===== src/rtl/argmax_unit.sv =====
// argmax_unit
//
// Arg-max / arg-min finder for the classifier output stage. A vector of
// NUM_INPUT scores is captured over a valid/ready handshake, scanned LANES
// elements per cycle, and the winning index/value is presented on a
// backpressured output until the consumer takes it. Ties keep the lower index.
//
// Ports:
//   i_clk        clock, rising edge
//   reset        synchronous, active-high
//   i_data       NUM_INPUT packed elements, element k at [k*INPUT_WIDTH +: INPUT_WIDTH]
//   i_find_min   0 = arg-max, 1 = arg-min (sampled with i_data)
//   i_valid      input vector valid
//   o_ready      block can accept a vector
//   o_index      winning element index, zero-extended to IDX_W
//   o_value      winning element value
//   o_valid      result valid
//   i_ready      consumer accepts the result
module argmax_unit #(
  parameter int NUM_INPUT   = 10,
  parameter int INPUT_WIDTH = 16,
  parameter int LANES       = 1,
  parameter int SIGNED      = 1,
  parameter int IDX_W       = 32
) (
  input  logic                             i_clk,
  input  logic                             reset,
  input  logic [NUM_INPUT*INPUT_WIDTH-1:0] i_data,
  input  logic                             i_find_min,
  input  logic                             i_valid,
  output logic                             o_ready,
  output logic [IDX_W-1:0]                 o_index,
  output logic [INPUT_WIDTH-1:0]           o_value,
  output logic                             o_valid,
  input  logic                             i_ready
);

  localparam logic [1:0] IDLE = 2'd0;
  localparam logic [1:0] SCAN = 2'd1;
  localparam logic [1:0] DONE = 2'd2;

  logic [1:0]             state;
  logic [INPUT_WIDTH-1:0] elem_buf [NUM_INPUT];
  logic                   find_min_r;
  logic [INPUT_WIDTH-1:0] best_val;
  logic [IDX_W-1:0]       best_idx;
  logic [IDX_W-1:0]       ptr;

  logic [INPUT_WIDTH-1:0] nxt_val;
  logic [IDX_W-1:0]       nxt_idx;
  logic [INPUT_WIDTH-1:0] cand_val;
  int                     cand_pos;
  logic                   last_scan;

  // Strict comparison only, so an equal candidate never displaces the
  // incumbent. Both operands are widened by one bit so a single signed
  // compare covers the signed and unsigned interpretations.
  function automatic logic beats(input logic [INPUT_WIDTH-1:0] cand,
                                 input logic [INPUT_WIDTH-1:0] best,
                                 input logic                   find_min);
    logic signed [INPUT_WIDTH:0] c_s;
    logic signed [INPUT_WIDTH:0] b_s;
    c_s = {((SIGNED != 0) & cand[INPUT_WIDTH-1]), cand};
    b_s = {((SIGNED != 0) & best[INPUT_WIDTH-1]), best};
    if (find_min) return c_s < b_s;
    else          return c_s > b_s;
  endfunction

  // Lane reduce: lanes are folded in ascending index order onto the running
  // best, so with strict comparison the lowest index wins every tie, both
  // within this group and against earlier cycles.
  always_comb begin
    nxt_val  = best_val;
    nxt_idx  = best_idx;
    cand_pos = 0;
    cand_val = '0;
    for (int j = 0; j < LANES; j++) begin
      cand_pos = int'(ptr) + j;
      cand_val = '0;
      for (int k = 0; k < NUM_INPUT; k++) begin
        if (k == cand_pos) cand_val = elem_buf[k];
      end
      if ((cand_pos < NUM_INPUT) && beats(cand_val, nxt_val, find_min_r)) begin
        nxt_val = cand_val;
        nxt_idx = IDX_W'(cand_pos);
      end
    end
    last_scan = (int'(ptr) + LANES >= NUM_INPUT);
  end

  // Capture / scan / hold
  always_ff @(posedge i_clk) begin
    if (reset) begin
      state      <= IDLE;
      find_min_r <= 1'b0;
      best_val   <= '0;
      best_idx   <= '0;
      ptr        <= IDX_W'(1);
      o_index    <= '0;
      o_value    <= '0;
      for (int k = 0; k < NUM_INPUT; k++) elem_buf[k] <= '0;
    end else begin
      case (state)
        IDLE: begin
          if (i_valid) begin
            for (int k = 0; k < NUM_INPUT; k++)
              elem_buf[k] <= i_data[k*INPUT_WIDTH +: INPUT_WIDTH];
            find_min_r <= i_find_min;
            best_val   <= i_data[INPUT_WIDTH-1:0];
            best_idx   <= '0;
            ptr        <= IDX_W'(1);
            if (NUM_INPUT == 1) begin
              // Single element: it is the answer, no scan needed.
              o_index <= '0;
              o_value <= i_data[INPUT_WIDTH-1:0];
              state   <= DONE;
            end else begin
              state   <= SCAN;
            end
          end
        end
        SCAN: begin
          best_val <= nxt_val;
          best_idx <= nxt_idx;
          ptr      <= ptr + IDX_W'(LANES);
          if (last_scan) begin
            o_index <= nxt_idx;
            o_value <= nxt_val;
            state   <= DONE;
          end
        end
        DONE: begin
          if (i_ready) state <= IDLE;
        end
        default: state <= IDLE;
      endcase
    end
  end

  // Handshake outputs decode registered state only; reset gates them so no
  // result or acceptance is advertised while the block is being cleared.
  assign o_ready = (state == IDLE) & ~reset;
  assign o_valid = (state == DONE) & ~reset;

endmodule


===== config.mk =====
export PLATFORM = sky130hd
export DESIGN_NAME = argmax_unit
export DESIGN_NICKNAME = d
export VERILOG_FILES = /design/src/rtl/argmax_unit.sv
export SDC_FILE = /design/constraint.sdc
export NUM_CORES = 1
export LEC_CHECK = 0
export BUFFER_PORTS_ARGS = -buffer_cell sky130_fd_sc_hd__buf_2
export CAP_MARGIN = 20
export CORE_MARGIN = 2
export CORE_UTILIZATION = 58
export CTS_BUF_LIST = sky130_fd_sc_hd__clkbuf_16
export DETAILED_ROUTE_END_ITERATION = 6
export PLACE_DENSITY = 0.81
export SETUP_SLACK_MARGIN = 0.02
export SYNTH_ARGS = -nofsm -noshare
export SYNTH_HDL_FRONTEND = slang
export SYNTH_SLANG_ARGS = --single-unit
export TNS_END_PERCENT = 1

===== constraint.sdc =====
create_clock -name i_clk -period 5.8 [get_ports i_clk]
set_input_delay 0.87 -clock i_clk [delete_from_list [all_inputs] [get_ports i_clk]]
set_output_delay 0.87 -clock i_clk [all_outputs]
set_load 0.1 [all_outputs]

-- Word level (Yosys, flattened, before mapping)
Memory sizes are Yosys's and may differ from the RTL's.
Cells that the tools add are included.
- register bits: 131
- memory bits (writable): 160
- input bits: 165
- logic and storage cells: 88
- memories kept: 1
- $add $sub $neg: 2
- magnitude comparators: 4
- equal/unequal tests: 14
- multiplexer cells: 39
- bitwise gates (word level): 13
- reductions and logical operators: 8
- memory list (name ; depth ; width ; rd ports ; clocked after Yosys merged registers in ; write ports ; RTL line ; source):
    elem_buf ; 10 ; 16 ; 10 ; 0 ; 10 ; 43 ; logic [INPUT_WIDTH-1:0] elem_buf [NUM_INPUT];
- operator list (cell ; number):
    $mux 16 ; 22
    $eq 4x32->1 const A ; 4
    $pmux 32 s2 ; 2
    $mux 32 ; 3
    $eq 3x32->1 const A ; 2
    $eq 5x32->1 const A ; 2
    $add 32x1->32 const B ; 1
    $add 32x2->32 const B ; 1
    $eq 2x32->1 const A ; 1
    $ge 32x5->1 const B ; 1
    $logic_not 32->1 ; 1
    $lt 32x5->1 const B ; 1
    $pmux 16 s2 ; 1
    $gt 16x16->1 ; 1
    $lt 16x16->1 ; 1
    $or 1x1->1 ; 10
    $mux 1 ; 7
    $mux 2 ; 3
    $ne 2x2->1 const B ; 3
    $pmux 2 s3 ; 1
    $reduce_and 2->1 ; 3
    $reduce_and 3->1 ; 1
    $and 1x1->1 ; 2
    $eq 2x1->1 const B ; 1
    5 further kinds ; 5

-- Logic depth before layout (Yosys ltp)
- word-level depth: 16
- gate-level depth with buffers: 23

-- Least setup slack after synthesis
Ideal clock, no wire load.
- kind: input-to-reg
- from: in i_valid
- to: mem elem_buf[0][0] (enable)
- data arrival time: 4.575 ns
- path slack: 0.713 ns
- stages on the path: 5
- path buffers: 2
- cell sequence: and2_1 > clkbuf_1 > clkbuf_1 > nor2_1 > inv_1
- RTL lines (element ; RTL line ; source):
    start: declaration ; 30 ; input logic i_valid,
    end: declaration ; 43 ;

-- Worst setup path after layout
- from: reg ptr[0]
- to: reg best_idx[24]
- word-level cells in the longest chain between the ends: 16
- elaborated cells on any way between the ends: 27
- classes of those cells: order compare (3); eq/ne (9); mux (13); reduce/logical (2)
- ends and longest elaborated chain (element ; RTL line ; source):
    start: declaration ; 47 ; logic [IDX_W-1:0] ptr;
    start signal: assignment ; 125 ; ptr <= ptr + IDX_W'(LANES);
    $logic_not 32->1 ; 81 ; if (k == cand_pos) cand_val = elem_buf[k];
    $mux 16 (10 in a row) ; 81 ;
    $gt 16x16->1 / $lt 16x16->1 (equally long branches) ; 66, 65 ;
    $mux 1 ; 65 ; if (find_min) return c_s < b_s;
    $logic_and 1x1->1 * ; 83 ; if ((cand_pos < NUM_INPUT) && beats(cand_val, nxt_val, find_min_r)) begin
    $mux 32 * ; 83 ;
    $pmux 32 s2 * ; 103 ; case (state)
    end signal: assignment ; 124 ; best_idx <= nxt_idx;
    end: declaration ; 46 ; logic [IDX_W-1:0] best_idx;
Mark *: on every way between the ends. The rest lies on a longest branch, timed or not.
A chain may end at the register's enable or synchronous reset.

==> results.md <==
* EDFF count, synth at between 150 and 200
* Commonest non-fill, non-tap cells in the layout: 212 x sky130_fd_sc_hd__buf_2, 165 x sky130_fd_sc_hd__and3_1, 160 x sky130_fd_sc_hd__edfxtp_1, 138 x sky130_fd_sc_hd__a21oi_1, 131 x sky130_fd_sc_hd__dfxtp_1
* Largest vdd supply drop at approximately 0.27 mV
* Part of the cycle the worst path needs at between 90% and 100%
* Clock root cell: sky130_fd_sc_hd__clkbuf_16
* Number of top-level design ports at approximately 220
* Result of the run: finished clean
* Leftover overflow at the end of global routing at 0
* Post-Synth Adder-Cell Area at ~1.7%
* Start point of the worst hold path: best_idx[4]
* RePlAce Congestion at roughly 0.99
* TritonCTS buffer count at 31
* Antenna-violating nets left at 0
* Max-cap violation count at 0
* Share of the synthesized area in compound gates (AO/OA/AOI/OAI) at between 10% and 20%
* Drt wl/cell at 21.3 um
* Main combinational cell family by area after synthesis: simple AND/OR/NAND/NOR gates
* Floorplan die width at 165 um
* Global-route wire length before repair at approximately 65000 um
* Number of distinct library cell variants in the gate-level netlist after synthesis at a little over 80
* Final setup violation count at 0
* Drt via density at around 6.4
* Number of flip-flops and latches in the synthesized netlist at ~290
* Critical path peak fanout at 45
* Row Count at 58
* Overall via count from detail_route at around 13k
* Number of nets in the layout at approximately 1.8k
* Static leakage power at 7.02 nW
* R2r startpoint: ptr[0]
* CTS tree: built
* TNS Setup at 0 ns
* Ant. Diodes at 0
* Remaining routing DRC violations at 0
* Required time at the endpoint of the critical path at 6.28 ns
* Net Count, Synth at ~1.7k
* Iter 0 DRT Violations at around 1.6k
* Clock transition at the registers of the reported paths at about 0.060 ns
* Register area share after synthesis at approximately 49%
* RSZ-0062 raised after global routing: no
* Worst max-slew margin expressed relative to the limit at between 30% and 40%
* Multiplexer share of the synthesized area at roughly 3.4%
* Number of antenna violations at the first check in global routing at 0
* Worst endpoint data arrival time at 5.91 ns
* Leading cell type in the layout, fill and taps excluded: sky130_fd_sc_hd__buf_2
* Post-CTS Setup Bufs at 0
* Pin count of the biggest net entering global routing at 106
* Fill cell instance count of the final layout at a little under 2k
* First element of the critical path: ptr[0]
* CP endpoint kind: flip-flop
* Shortest clock period the worst path allows after layout at 5.43 ns
* Final Routed Wirelength at about 43000 um
* Syn-to-layout area delta at 14.3%
* Final count of hold timing violations at 0
* Mean post-synth cell area at roughly 9.8 um2
* Post-Syn Area at about 15000 um2
* Post-synthesis cell count at roughly 1.5k
* Basic-gate share of the synthesized area counting and, or, nand and nor cells at 20.6%
* Highest achievable clock rate at between 0.15 and 0.2 GHz
* Initial Utilization at 59.3%
* Classification of the worst-slack hold path: reg2reg
* Synth Warn # at 0
* Placement-stage worst setup slack at 0.457 ns
* Kind of start point of the critical path: flip-flop
* Share of the synthesized netlist area taken by xor and xnor gates at less than 1%
* Share of final-layout standard cells stronger than drive strength 1 at between 20% and 30%
* Final count of pins violating max slew at 0
* Area enclosed by the die boundary at 27200 um2
* Worst-skew pair later-pin latency at roughly 0.57 ns
* Primary FF master, synth: sky130_fd_sc_hd__edfxtp_1
* Total routing resource utilization after global routing at between 30% and 40%
* Hold WS at 0.466 ns
* Fraction of registers with async set/reset at 0%
* Via count of the first global-routing pass at 11.8k
* DIE HEIGHT at 165 um
* Iteration count of the initial detailed-routing pass at 7
* Detail Placement HPWL at about 30000 um
* Slack of the critical path at 0.371 ns
* Type of the setup path with the least slack: reg2reg
* Slew at the pin with the worst max-slew slack at roughly 0.97 ns
* Fin Clk Skew at between 0.01 and 0.015 ns
* Count of buffers inserted at the top-level ports at around 210
* Floorplan Core Area at ~25000 um2
* Number of H-tree levels at 1
* Power density normalized to cell area at roughly 300 nW/um2
* Maximum number of buffers from clock root to sink at 3
* Clock net sink count at between 200 and 300
==> state kept, by name (all words and copies together) (netlist names) <==
register / flops
state: 2
o_index: 32
ptr: 32
best_val: 16
o_value: 16
best_idx: 32
find_min_r: 1
elem_buf: 160
==> metrics by stage <==
stage / cell area (um2) / std cells / util, % / total power [mW]
floorplan: 15000 / 1526 / - / 2.94
global placement: 16100 / 1945 / 63.6 / 3.18
detailed placement: 16100 / 1945 / 63.6 / 3.19
CTS: 17100 / 2003 / 67.7 / 5.15
global route: 17200 / 2004 / 67.7 / 5.32
finish: 17200 / 2004 / 67.7 / 5.16
==> critical path: stages, from the launching register on <==
cell and delay [ns]:
sky130_fd_sc_hd__dfxtp_1 0.51, sky130_fd_sc_hd__ha_2 0.77, sky130_fd_sc_hd__a21oi_1 0.16, sky130_fd_sc_hd__a211o_1 0.38
sky130_fd_sc_hd__a221oi_1 0.36, sky130_fd_sc_hd__o21ai_1 0.17, sky130_fd_sc_hd__a31oi_1 0.40, sky130_fd_sc_hd__ha_1 0.22
sky130_fd_sc_hd__nand4_1 0.11, sky130_fd_sc_hd__or3_1 0.40, sky130_fd_sc_hd__a211o_1 0.24, sky130_fd_sc_hd__a31oi_1 0.27
sky130_fd_sc_hd__mux2_2 0.51, sky130_fd_sc_hd__nand2_1 0.16, sky130_fd_sc_hd__buf_4 0.35, sky130_fd_sc_hd__nand3_1 0.13
sky130_fd_sc_hd__a21oi_1 0.20
==> cell families (layout without fill, tap and decap cells) <==
family                   after synthesis  in the layout
XOR/XNOR                              11             11
flip-flops                           291            291
AND/OR/NAND/NOR                      565            565
AO/OA/AOI/OAI                        391            391
multiplexers                          50             50
buffers and inverters                198            346
adder cells (fa/ha/maj)               20             20
==> path summary, 6_finish.rpt <==
| check | to | slack [ns] | depth (start not counted) |
|---|---|---|---|
| setup / recovery | best_idx[24] | 0.37 | 16 |
| hold / removal | best_idx[4] | 0.47 | 2 |
| setup reg to reg | best_idx[24] | 0.37 | 16 |
| hold reg to reg | best_idx[4] | 0.47 | 2 |
==> layer usage <==
| layer | track usage, % | vias to the layer above | routed length, um | part of all wire [%] |
|---|---|---|---|---|
| met4 | 12.9 | 0 | 1890 | 4.4 |
| met5 | 0 | - | 0 | 0 |
| met1 | 40.8 | 6063 | 16600 | 39 |
| li1 | - | 5935 | - | - |
| met2 | 51.5 | 720 | 20600 | 48 |
| met3 | 4.07 | 125 | 3730 | 8.7 |
==> synthesized netlist by cell type (5+ instances only) <==
cell | n | area share (%)
sky130_fd_sc_hd__a22oi_1 | 5 | 0.25
sky130_fd_sc_hd__buf_1 | 11 | 0.28
sky130_fd_sc_hd__nand2b_1 | 21 | 0.88
sky130_fd_sc_hd__a21oi_2 | 20 | 1.2
sky130_fd_sc_hd__nand4_1 | 8 | 0.33
sky130_fd_sc_hd__ha_1 | 20 | 1.7
sky130_fd_sc_hd__edfxtp_1 | 160 | 32
sky130_fd_sc_hd__dfxtp_1 | 131 | 17
sky130_fd_sc_hd__nor2b_1 | 8 | 0.33
sky130_fd_sc_hd__nor2_1 | 74 | 1.9
sky130_fd_sc_hd__buf_2 | 22 | 0.73
sky130_fd_sc_hd__buf_6 | 8 | 0.60
sky130_fd_sc_hd__and4_1 | 7 | 0.41
sky130_fd_sc_hd__a222oi_1 | 8 | 0.53
sky130_fd_sc_hd__a211oi_2 | 40 | 3.3
sky130_fd_sc_hd__a221oi_1 | 16 | 0.93
sky130_fd_sc_hd__buf_4 | 12 | 0.60
sky130_fd_sc_hd__and2_1 | 8 | 0.33
sky130_fd_sc_hd__o21ai_0 | 55 | 1.8
sky130_fd_sc_hd__a211oi_1 | 37 | 1.9
sky130_fd_sc_hd__and3_1 | 165 | 6.9
sky130_fd_sc_hd__nand2_1 | 120 | 3.0
sky130_fd_sc_hd__a311oi_1 | 8 | 0.47
sky130_fd_sc_hd__nand3_1 | 59 | 2.0
sky130_fd_sc_hd__a2111oi_0 | 5 | 0.29
sky130_fd_sc_hd__xnor2_1 | 8 | 0.47
sky130_fd_sc_hd__a31oi_1 | 10 | 0.42
sky130_fd_sc_hd__inv_1 | 31 | 0.77
sky130_fd_sc_hd__mux2i_1 | 46 | 3.1
sky130_fd_sc_hd__nand3b_1 | 18 | 0.90
sky130_fd_sc_hd__or3_1 | 7 | 0.29
sky130_fd_sc_hd__nor4_1 | 14 | 0.58
sky130_fd_sc_hd__clkbuf_1 | 114 | 2.8
sky130_fd_sc_hd__nor3_1 | 28 | 0.93
sky130_fd_sc_hd__o21ai_1 | 7 | 0.23
sky130_fd_sc_hd__a21oi_1 | 138 | 4.6
==> power breakdown <==
| group | switching [mW] | total (mW) | internal, mW |
|---|---|---|---|
| combinational | 0.527 | 0.830 | 0.303 |
| clock | 0.841 | 1.99 | 1.15 |
| sequential | 0.0506 | 2.34 | 2.29 |
| total | 1.42 | 5.16 | 3.75 |
==> cell type report <==
class	count	area, um2	area share, %
Sequential cell	291	7430	43.3
Inverter	31	121	0.707
Timing Repair Buffer	257	1440	8.37
Clock inverter	27	246	1.44
Multi-Input combinational cell	1037	6740	39.3
Tap cell	330	413	2.41
Clock buffer	31	776	4.52
==> timing repair <==
action | CTS | global route
hold endpoints to repair | 0 | 0
hold buffers | 0 | 0
gates resized for setup | 0 | 1
endpoints found under the setup margin | 0 | 31
Note: power is estimated with default switching activity, not from simulation.
